[config.mk]
export PLATFORM = sky130hd
export DESIGN_NAME = wam_mol
export DESIGN_NICKNAME = d
export VERILOG_FILES = /design/src/rtl/wam_pkg.sv /design/src/rtl/wam_lfsr.sv /design/src/rtl/wam_mol.sv
export SDC_FILE = /design/constraint.sdc
export NUM_CORES = 1
export LEC_CHECK = 0
export CORE_MARGIN = 3
export CORE_UTILIZATION = 30
export CTS_CLUSTER_DIAMETER = 150
export DETAILED_ROUTE_END_ITERATION = 7
export PLACE_DENSITY_LB_ADDON = 0.05
export SLEW_MARGIN = 20
export SYNTH_ARGS = -nofsm -noshare
export SYNTH_HDL_FRONTEND = slang
export SYNTH_SLANG_ARGS = --single-unit
export TNS_END_PERCENT = 1
[constraint.sdc]
create_clock -name clk_19 -period 2.58 [get_ports clk_19]
set_input_delay 0.516 -clock clk_19 [delete_from_list [all_inputs] [get_ports clk_19]]
set_output_delay 0.516 -clock clk_19 [all_outputs]
set_load 0.05 [all_outputs]
[src/rtl/wam_pkg.sv]
// rtl/wam_pkg.sv - shared state encoding and constants for the mole-field controller
package wam_pkg;
  typedef enum logic [1:0] {IDLE, PLAY, OVER} state_t;

  localparam logic [15:0] LFSR_SEED = 16'hACE1;
  // Taps for x^16+x^14+x^13+x^11+1 in right-shifting Fibonacci form.
  localparam logic [15:0] LFSR_TAPS = 16'h002D;
  localparam logic [3:0]  BCD_MAX   = 4'd9;
endpackage

[src/rtl/wam_lfsr.sv]
// rtl/wam_lfsr.sv - free-running 16-bit Fibonacci LFSR, shifts every cycle
module wam_lfsr
  import wam_pkg::*;
(
  input  logic        clk_19,
  input  logic        clr_n,
  output logic [15:0] q
);
  logic [15:0] q_q, q_d;

  always_comb begin
    q_d = {^(q_q & LFSR_TAPS), q_q[15:1]};
  end

  always_ff @(posedge clk_19 or negedge clr_n) begin
    if (!clr_n) q_q <= LFSR_SEED;
    else        q_q <= q_d;
  end

  assign q = q_q;
endmodule

[src/rtl/wam_mol.sv]
// rtl/wam_mol.sv - mole spawn/age/hit logic with BCD score; WAM_MISS_PENALTY_EN enables score penalties
module wam_mol
  import wam_pkg::*;
#(
  parameter int HOLES      = 8,
  parameter int HW         = 3,
  parameter int GAME_TICKS = 240
) (
  input  logic             clk_19,
  input  logic             clr_n,
  input  logic             tick,
  input  logic             start,
  input  logic [3:0]       age,
  input  logic [7:0]       rto,
  input  logic [HOLES-1:0] tch,
  output logic [HOLES-1:0] mole,
  output logic [3:0]       scr_lo,
  output logic [3:0]       scr_hi,
  output logic             cout0,
  output logic             hit,
  output logic             miss,
  output logic             run
);
  state_t           state_q, state_d;
  logic [15:0]      lfsr;
  logic [HOLES-1:0] mole_q, mole_d, hole_nxt, expire, cand, hit_oh;
  logic [3:0]       life_q [HOLES];
  logic [3:0]       life_d [HOLES];
  logic [3:0]       life_nxt [HOLES];
  logic [7:0]       tcnt_q, tcnt_d;
  logic [3:0]       lo_q, lo_d, hi_q, hi_d;
  logic             cout0_q, cout0_d, hit_q, hit_d, miss_q, miss_d, run_q, run_d;
  logic             playing, spawn_ok, last_tick;
  logic [HW-1:0]    target;
  logic [3:0]       age_eff;
  logic             unused_bits;

  wam_lfsr u_lfsr (
    .clk_19 (clk_19),
    .clr_n  (clr_n),
    .q      (lfsr)
  );

  assign playing   = (state_q == PLAY);
  assign cand      = playing ? (tch & mole_q) : '0;
  // Isolate the lowest set bit: only one hit is honoured per cycle.
  assign hit_oh    = cand & (~cand + HOLES'(1));
  assign spawn_ok  = playing && tick && (lfsr[6:0] < rto[6:0]);
  assign target    = lfsr[HW+7:8];
  assign age_eff   = (age == 4'd0) ? 4'd1 : age;
  assign last_tick = playing && tick && (tcnt_q == 8'(GAME_TICKS - 1));
  assign unused_bits = ^{rto[7], lfsr[15:HW+8], lfsr[7]};

  for (genvar i = 0; i < HOLES; i++) begin : g_hole
    logic       up_n;
    logic       exp_n;
    logic [3:0] life_n;

    always_comb begin
      up_n   = mole_q[i];
      life_n = life_q[i];
      exp_n  = 1'b0;
      if (mole_q[i]) begin
        if (hit_oh[i]) begin
          up_n   = 1'b0;
          life_n = 4'd0;
        end else if (playing && tick) begin
          if (life_q[i] == 4'd1) begin
            up_n   = 1'b0;
            life_n = 4'd0;
            exp_n  = 1'b1;
          end else begin
            life_n = life_q[i] - 4'd1;
          end
        end
      end else if (spawn_ok && (target == HW'(i))) begin
        up_n   = 1'b1;
        life_n = age_eff;
      end
    end

    assign hole_nxt[i] = up_n;
    assign expire[i]   = exp_n;
    assign life_nxt[i] = life_n;
  end

  always_comb begin
    state_d = state_q;
    mole_d  = mole_q;
    life_d  = life_q;
    tcnt_d  = tcnt_q;
    lo_d    = lo_q;
    hi_d    = hi_q;
    cout0_d = 1'b0;
    hit_d   = 1'b0;
    miss_d  = 1'b0;
    case (state_q)
      IDLE, OVER: begin
        if (start) begin
          state_d = PLAY;
          tcnt_d  = 8'd0;
          lo_d    = 4'd0;
          hi_d    = 4'd0;
        end
      end
      PLAY: begin
        mole_d = hole_nxt;
        life_d = life_nxt;
        hit_d  = |hit_oh;
        miss_d = |expire;
        if (tick) tcnt_d = tcnt_q + 8'd1;
        if (|hit_oh) begin
          if (lo_q == BCD_MAX) begin
            lo_d    = 4'd0;
            cout0_d = 1'b1;
            hi_d    = (hi_q == BCD_MAX) ? 4'd0 : hi_q + 4'd1;
          end else begin
            lo_d = lo_q + 4'd1;
          end
        end
`ifdef WAM_MISS_PENALTY_EN
        else if ((|tch) || (|expire)) begin
          if (lo_q != 4'd0) begin
            lo_d = lo_q - 4'd1;
          end else if (hi_q != 4'd0) begin
            lo_d = BCD_MAX;
            hi_d = hi_q - 4'd1;
          end
        end
`endif
        if (last_tick) begin
          state_d = OVER;
          mole_d  = '0;
          for (int k = 0; k < HOLES; k++) life_d[k] = 4'd0;
        end
      end
      default: state_d = IDLE;
    endcase
    run_d = (state_d == PLAY);
  end

  always_ff @(posedge clk_19 or negedge clr_n) begin
    if (!clr_n) begin
      state_q <= IDLE;
      mole_q  <= '0;
      for (int k = 0; k < HOLES; k++) life_q[k] <= 4'd0;
      tcnt_q  <= 8'd0;
      lo_q    <= 4'd0;
      hi_q    <= 4'd0;
      cout0_q <= 1'b0;
      hit_q   <= 1'b0;
      miss_q  <= 1'b0;
      run_q   <= 1'b0;
    end else begin
      state_q <= state_d;
      mole_q  <= mole_d;
      life_q  <= life_d;
      tcnt_q  <= tcnt_d;
      lo_q    <= lo_d;
      hi_q    <= hi_d;
      cout0_q <= cout0_d;
      hit_q   <= hit_d;
      miss_q  <= miss_d;
      run_q   <= run_d;
    end
  end

  assign mole   = mole_q;
  assign scr_lo = lo_q;
  assign scr_hi = hi_q;
  assign cout0  = cout0_q;
  assign hit    = hit_q;
  assign miss   = miss_q;
  assign run    = run_q;
endmodule
==> results of run 1 <==
==> power by group through the flow <==
stage	combinational, uW	sequential [uW]	clock (uW)
finish	1390	1730	1530
global route	1550	1780	1630
CTS	1400	1730	1580
detailed placement	1390	1750	0
global placement	1370	1750	0
floorplan	724	1900	0
==> area by class of cell <==
type,count,area (sq um),area share
Timing Repair Buffer,95,841,0.139
Sequential cell,78,1960,0.324
Inverter,46,173,0.0285
Multi-Input combinational cell,378,2500,0.413
Clock inverter,6,116,0.0192
Clock buffer,10,239,0.0394
Tap cell,184,230,0.0380
==> synthesized netlist by cell type, drive strengths merged (4+ instances only) <==
| cell | n | area [sq um] |
|---|---|---|
| mux2i | 9 | 90.1 |
| o21ai | 46 | 249 |
| dfrtp | 70 | 1750 |
| nand2b | 9 | 56.3 |
| nand4 | 5 | 37.5 |
| clkbuf | 6 | 22.5 |
| ha | 27 | 338 |
| a22o | 4 | 35.0 |
| nor3b | 7 | 52.6 |
| nor2 | 39 | 154 |
| inv | 46 | 173 |
| xnor2 | 6 | 52.6 |
| nand4b | 4 | 35.0 |
| buf | 9 | 50.0 |
| o22ai | 21 | 138 |
| dfstp | 8 | 210 |
| o2bb2ai | 4 | 35.0 |
| a31oi | 10 | 62.6 |
| nor3 | 14 | 70.1 |
| nor2b | 5 | 31.3 |
| or3 | 9 | 56.3 |
| nand2 | 57 | 224 |
| o32ai | 5 | 43.8 |
| a211oi | 4 | 35.0 |
| a21oi | 30 | 150 |
| o31ai | 6 | 45.0 |
| nand3 | 13 | 65.1 |
==> final timing paths <==
check                            start  depth (start not counted)          end  slack [ps]
max reg2reg                u_lfsr.q[6]                          9   life_q[11]         290
max in group asynchronous        clr_n                          2   life_q[13]        1850
min in group clk_19        u_lfsr.q[7]                          0  u_lfsr.q[6]         360
max                             rto[4]                         11    life_q[5]          70
min                              clr_n                          1   life_q[19]         140
min reg2reg                u_lfsr.q[7]                          0  u_lfsr.q[6]         360
==> flip-flops by register name, indices dropped and copies added (netlist names) <==
register,cells
cout0,1
scr_lo,4
u_lfsr.q,16
run,1
scr_hi,4
tcnt_q,8
life_q,32
miss,1
hit,1
mole,8
state_q,2
==> routing by layer <==
layer,routed length (microns),GRT usage,vias to the layer above
met5,0,0,-
met4,248,0.0526,0
met3,538,0.0434,19
met2,6320,0.274,94
met1,6400,0.221,2041
li1,-,-,2056
==> cells in the final DEF (no fill, tap or decap), types with 3 or more instances in the layout <==
| master | Yosys | layout |
|---|---|---|
| dfrtp_1 | 70 | 70 |
| nand2_1 | 55 | 55 |
| buf_4 | 0 | 52 |
| inv_1 | 46 | 46 |
| clkdlybuf4s50_1 | 0 | 41 |
| o21ai_0 | 40 | 39 |
| nor2_1 | 38 | 38 |
| a21oi_1 | 30 | 28 |
| ha_1 | 27 | 27 |
| o22ai_1 | 20 | 20 |
| nor3_1 | 14 | 14 |
| nand3_1 | 13 | 13 |
| a31oi_1 | 10 | 10 |
| nand2b_1 | 9 | 9 |
| mux2i_1 | 9 | 9 |
| or3_1 | 9 | 9 |
| clkbuf_16 | 0 | 9 |
| dfstp_2 | 8 | 8 |
| nor3b_1 | 7 | 7 |
| xnor2_1 | 6 | 6 |
| o31ai_1 | 6 | 6 |
| nor2b_1 | 5 | 5 |
| o32ai_1 | 5 | 5 |
| nand4b_1 | 4 | 4 |
| nand4_1 | 4 | 4 |
| a211oi_2 | 1 | 4 |
| o2bb2ai_1 | 4 | 4 |
| a22o_1 | 4 | 4 |
| o21ai_2 | 2 | 3 |
| and3_1 | 3 | 3 |
| xor2_1 | 3 | 3 |
| a21o_1 | 3 | 3 |
| o21ai_1 | 3 | 3 |
| bufinv_16 | 0 | 3 |
==> critical path: stages <==
cell             delay (ps)
clkdlybuf4s50_1         450
inv_1                    40
ha_1                    290
a21oi_1                  70
o211ai_1                410
buf_4                   220
a211oi_2                 50
buf_4                   150
o21a_4                  200
o22ai_4                 160
mux2i_1                 210
==> cell families after synthesis <==
logic type | count (synthesis)
mux | 10
buf+inv | 61
fa+ha+maj | 27
simple gates | 175
compound gates | 157
xor+xnor | 9
flops | 78
==> metrics by stage <==
| step | TNS, ps | hold WS, ps | cell area [sq um] | instances | setup slack [ps] |
|---|---|---|---|---|---|
| finish | 0 | 142 | 6060 | 797 | 72.7 |
| global route | -421 | 181 | 6060 | 797 | -116 |
| CTS | 0 | 156 | 6000 | 797 | 9.24 |
| detailed placement | -7610 | 338 | 5640 | 781 | -347 |
| global placement | -8190 | 337 | 5640 | 781 | -330 |
| floorplan | 0 | 220 | 4640 | 517 | 69.4 |
==> results.toml, run 1 <==
[worst_setup_path]
crit_path_end_kind = "flip-flop"
arrival_ps = 2780
crit_path_start_kind = "primary input"
path_max_fanout = 4
required_ps = 2850
path_class = "primary input to flip-flop"

[power]
seq_power_share = 0.373
switching_power_uw = 1640
intPower_uw = 3020
clock_power_share = 0.329
power_density_mw_per_mm2 = 768
p_leak_uw = 0.00272
ir_worst_vdd_uv = 522
total_power_uw = 4660
combPwrFrac = 0.298
switching_share = 0.351

[clock_tree]
cts.clk_slew.worst_paths_ps = 60
post_cts_buffers = 0
cts_tree = "done"
cts_hold_buf = 0
insertion_delay_ps = 350
cts_htree_levels = 3
cts-resized-gates = 0
cts_buffers = 9
max-clock-path-buffers = 2
cts-root-buf = "clkbuf_16"
cts.sinks = 78

[global_routing]
grt_antenna_before_repair = 0
grt_max_degree = 39
grt_pass1_vias = 4138
grtUsageTotal = 0.169
overflow = 0
grt_pass1_wl_mm = 21.9

[detailed_routing]
first_iter_violations = 267
drc = 0
routed_wl_mm = 13.5
wl_per_cell_microns = 17.0
num_vias = 4210
ant_nets = 0
first_pass_iters = 4
vias_per_cell = 5.28

[place]
gp_congestion = 0.833
io_buffers = 42
hpwlAfterDp_mm = 9.96

[logic_synthesis]
avgSynthCellArea_sq_um = 8.97
syn_inst = 517
synth_top_family_by_area = "compound AO/OA/AOI/OAI gates"
synth_compound_area_frac = 0.222
syn_nets = 568
synth-edff-count = 0
synth_fa_ha_area_frac = 0.0729
synth-simple-area-share = 0.190
yosys_warnings = 0
synthFlopType = "dfrtp_1"
synth_xor_area_frac = 0.0170
muxShareOfSynthArea = 0.0219
ys_types = 68
synth.cell_area_sq_mm = 0.00464
ys_ff_latch = 78
ys_seq_area_frac = 0.423
ys_async_sr_fraction = 1.00

[final_layout]
fillers = 1494
nets = 659
syn2layout_area_growth_pct = 30.8
antenna_cells = 0
drive_gt1_frac = 0.171
final_core_util = 0.409

[timing]
slew_headroom = 0.517
setup-violations-final = 0
final.period_utilization = 0.972
rsz0062_at_grt = "yes"
period_minus_slack_ps = 2510
drv_slew = 0
worst_slew_pin_slew_ps = 715
hold_viol = 0
max_freq_ghz = 0.399
skew_ps = 7.30

[floorplanning]
core_area_sq_mm = 0.0148
dieArea_sq_mm = 0.0170
die_h_microns = 130
ioPinCount = 44
start_util = 0.313
fp-row-count = 44
fp.dieW_microns = 130

[job]
maxCapViolCount = 0

[outcome]
status = "finished clean"

[worst_hold_path]
min_path_type = "primary input to async pin"
(Power assumes the default switching activity.)
==> run 2, diff against run 1 <==
--- a/config.mk
+++ b/config.mk
@@ -10,6 +10,7 @@
 export CTS_CLUSTER_DIAMETER = 150
 export DETAILED_ROUTE_END_ITERATION = 7
 export PLACE_DENSITY_LB_ADDON = 0.05
+export SKIP_CTS_REPAIR_TIMING = 1
 export SLEW_MARGIN = 20
 export SYNTH_ARGS = -nofsm -noshare
 export SYNTH_HDL_FRONTEND = slang
==> results of run 2 <==
The final DEF is identical to that of run 1; final timing and power are the same.
==> run 3, diff against run 2 <==
--- a/config.mk
+++ b/config.mk
@@ -9,7 +9,7 @@
 export CORE_UTILIZATION = 30
 export CTS_CLUSTER_DIAMETER = 150
 export DETAILED_ROUTE_END_ITERATION = 7
-export PLACE_DENSITY_LB_ADDON = 0.05
+export PLACE_DENSITY = 0.49
 export SKIP_CTS_REPAIR_TIMING = 1
 export SLEW_MARGIN = 20
 export SYNTH_ARGS = -nofsm -noshare
==> run 3 against run 2 <==
Sequential share of layout area increased by 0.14 points. Final cell count is 0.25% higher. Die area unchanged. Hold slack worse by 63 ps. Sequential cell count unchanged. Wire length fell by 1.7%. Critical endpoint is now life_q[19]. Highest routed layer unchanged.
==> results.toml, run 3 (same netlist as run 1, synthesis figures left out) <==
[power]
combPwrFrac = 0.326
clock_power_share = 0.277
intPower_uw = 2730
p_leak_uw = 0.00269
switching_power_uw = 1610
ir_worst_vdd_uv = 609
switching_share = 0.371
total_power_uw = 4330
seq_power_share = 0.397
power_density_mw_per_mm2 = 718

[job]
maxCapViolCount = 0

[final_layout]
regMostFlops = "life_q"
antenna_cells = 0
nets = 661
fillers = 1487
final_common_cell = "dfrtp_1"
syn2layout_area_growth_pct = 30.2
largest_reg_flops = 32
design_area_sq_mm = 0.00604
layout_common_cells = "dfrtp_1 (70), nand2_1 (55), buf_4 (55), inv_1 (46), clkdlybuf4s50_1 (41)"
final_core_util = 0.408
final_cells = 799
drive_gt1_frac = 0.182

[global_routing]
grt_pass1_wl_mm = 21.3
grt_antenna_before_repair = 0
grt_pass1_vias = 4229
grtUsageTotal = 0.162
overflow = 0
grt_max_degree = 53

[clock_tree]
max-clock-path-buffers = 2
cts.clk_slew.worst_paths_ps = 60
cts_tree = "done"
insertion_delay_ps = 340
cts_buffers = 9
cts.sinks = 78
cts_htree_levels = 3
cts-root-buf = "clkbuf_16"

[place]
placed_area_sq_mm = 0.00563
dp.cells = 781
hpwlAfterDp_mm = 9.66
io_buffers = 42
gp_congestion = 0.857

[floorplanning]
die_h_microns = 130
dieArea_sq_mm = 0.0170
fp.dieW_microns = 130
fp-row-count = 44
start_util = 0.313
ioPinCount = 44
core_area_sq_mm = 0.0148

[timing]
worst_slew_pin_slew_ps = 735
hold_ws_ps = 79.4
setup-violations-final = 0
period_minus_slack_ps = 2440
slew_headroom = 0.504
max_freq_ghz = 0.409
hold_viol = 0
final.period_utilization = 0.948
drv_slew = 0
skew_ps = 4.91

[detailed_routing]
num_vias = 4188
wl_per_cell_microns = 16.6
routed_wl_mm = 13.3
first_pass_iters = 7
vias_per_cell = 5.24
ant_nets = 0
drc = 0
first_iter_violations = 199

[worst_setup_path]
path_buf_inv = 5
critPathMaxStageDelay_ps = 460
required_ps = 2800
cpMostUsedCell = "buf_4"
arrival_ps = 2670
crit_path_end_kind = "flip-flop"
crit_path_start_kind = "primary input"
path_cells = "clkdlybuf4s50_1 -> inv_1 -> ha_4 -> nand2_1 -> o211ai_1 -> buf_4 -> a211oi_2 -> buf_4 -> a32oi_1 -> buf_4 -> o21ai_0 -> o21ai_0"
path_class = "primary input to flip-flop"
path_max_fanout = 8
critical_path.top_delay_family = "buffers and inverters"
cp_slowest_cell = "clkdlybuf4s50_1"

[worst_hold_path]
min_path_type = "primary input to async pin"

[outcome]
status = "finished clean"
-- run 3: cell types whose count changed in the layout (fill, tap and decap cells not counted), moves of 2 or more --
cell	before	now
a21oi_2	2	5
bufinv_16	3	0
o21ai_0	39	37
clkinv_2	0	2
ha_1	27	25
o21ai_1	3	5
a21oi_1	28	25
inv_6	2	0
ha_4	0	2
buf_4	52	55
-- run 3: worst paths after layout --
path	start	to	slack (ps)	cells past startpoint
worst max-delay path	rto[6]	life_q[19]	140	12
worst min-delay path	clr_n	life_q[25]	80	1
worst max register to register	u_lfsr.q[5]	life_q[19]	300	10
worst min register to register	u_lfsr.q[14]	u_lfsr.q[13]	350	0
max in group asynchronous	clr_n	scr_lo[0]	1890	2
min in group clk_19	u_lfsr.q[14]	u_lfsr.q[13]	350	0
-- run 3: cell type report --
| cell class | instances | area, sq um | share of cell area |
|---|---|---|---|
| inverter | 46 | 173 | 0.0286 |
| timing repair buffer | 97 | 843 | 0.140 |
| multi-input combinational | 378 | 2550 | 0.423 |
| sequential | 78 | 1960 | 0.325 |
| clock buffer | 11 | 243 | 0.0402 |
| tap | 184 | 230 | 0.0381 |
| clock inverter | 5 | 35.0 | 0.00580 |
-- run 3: worst reg2reg max path: stages (launching register included) --
cell and delay, ps:
dfstp_2 560, ha_1 230, nand2_1 90, o211ai_1 170, buf_4 200, a211oi_2 210, buf_4 190, a32oi_1 100
buf_4 180, o21ai_0 140, o21ai_0 100
-- run 3: through the flow --
step / worst slack (ps) / TNS (ps)
floorplan: 69.4 / 0
global placement: -229 / -5490
detailed placement: -324 / -7440
CTS: 41.5 / 0
global route: -1.17 / -2.32
finish: 135 / 0
-- run 3: power groups by stage --
stage | Combinational [uW] | Clock [uW] | Sequential, uW
floorplan | 724 | 0 | 1900
global placement | 1380 | 0 | 1730
detailed placement | 1410 | 0 | 1730
CTS | 1420 | 1250 | 1720
global route | 1590 | 1290 | 1760
finish | 1410 | 1200 | 1720
-- run 3: per-layer routing --
metal  up-vias  share of wire  global-route usage
li1       2053              -                   -
met1      2040           0.48               0.218
met2        82           0.46               0.257
met3        13          0.044              0.0385
met4         0          0.013              0.0489
met5         -              0                   0
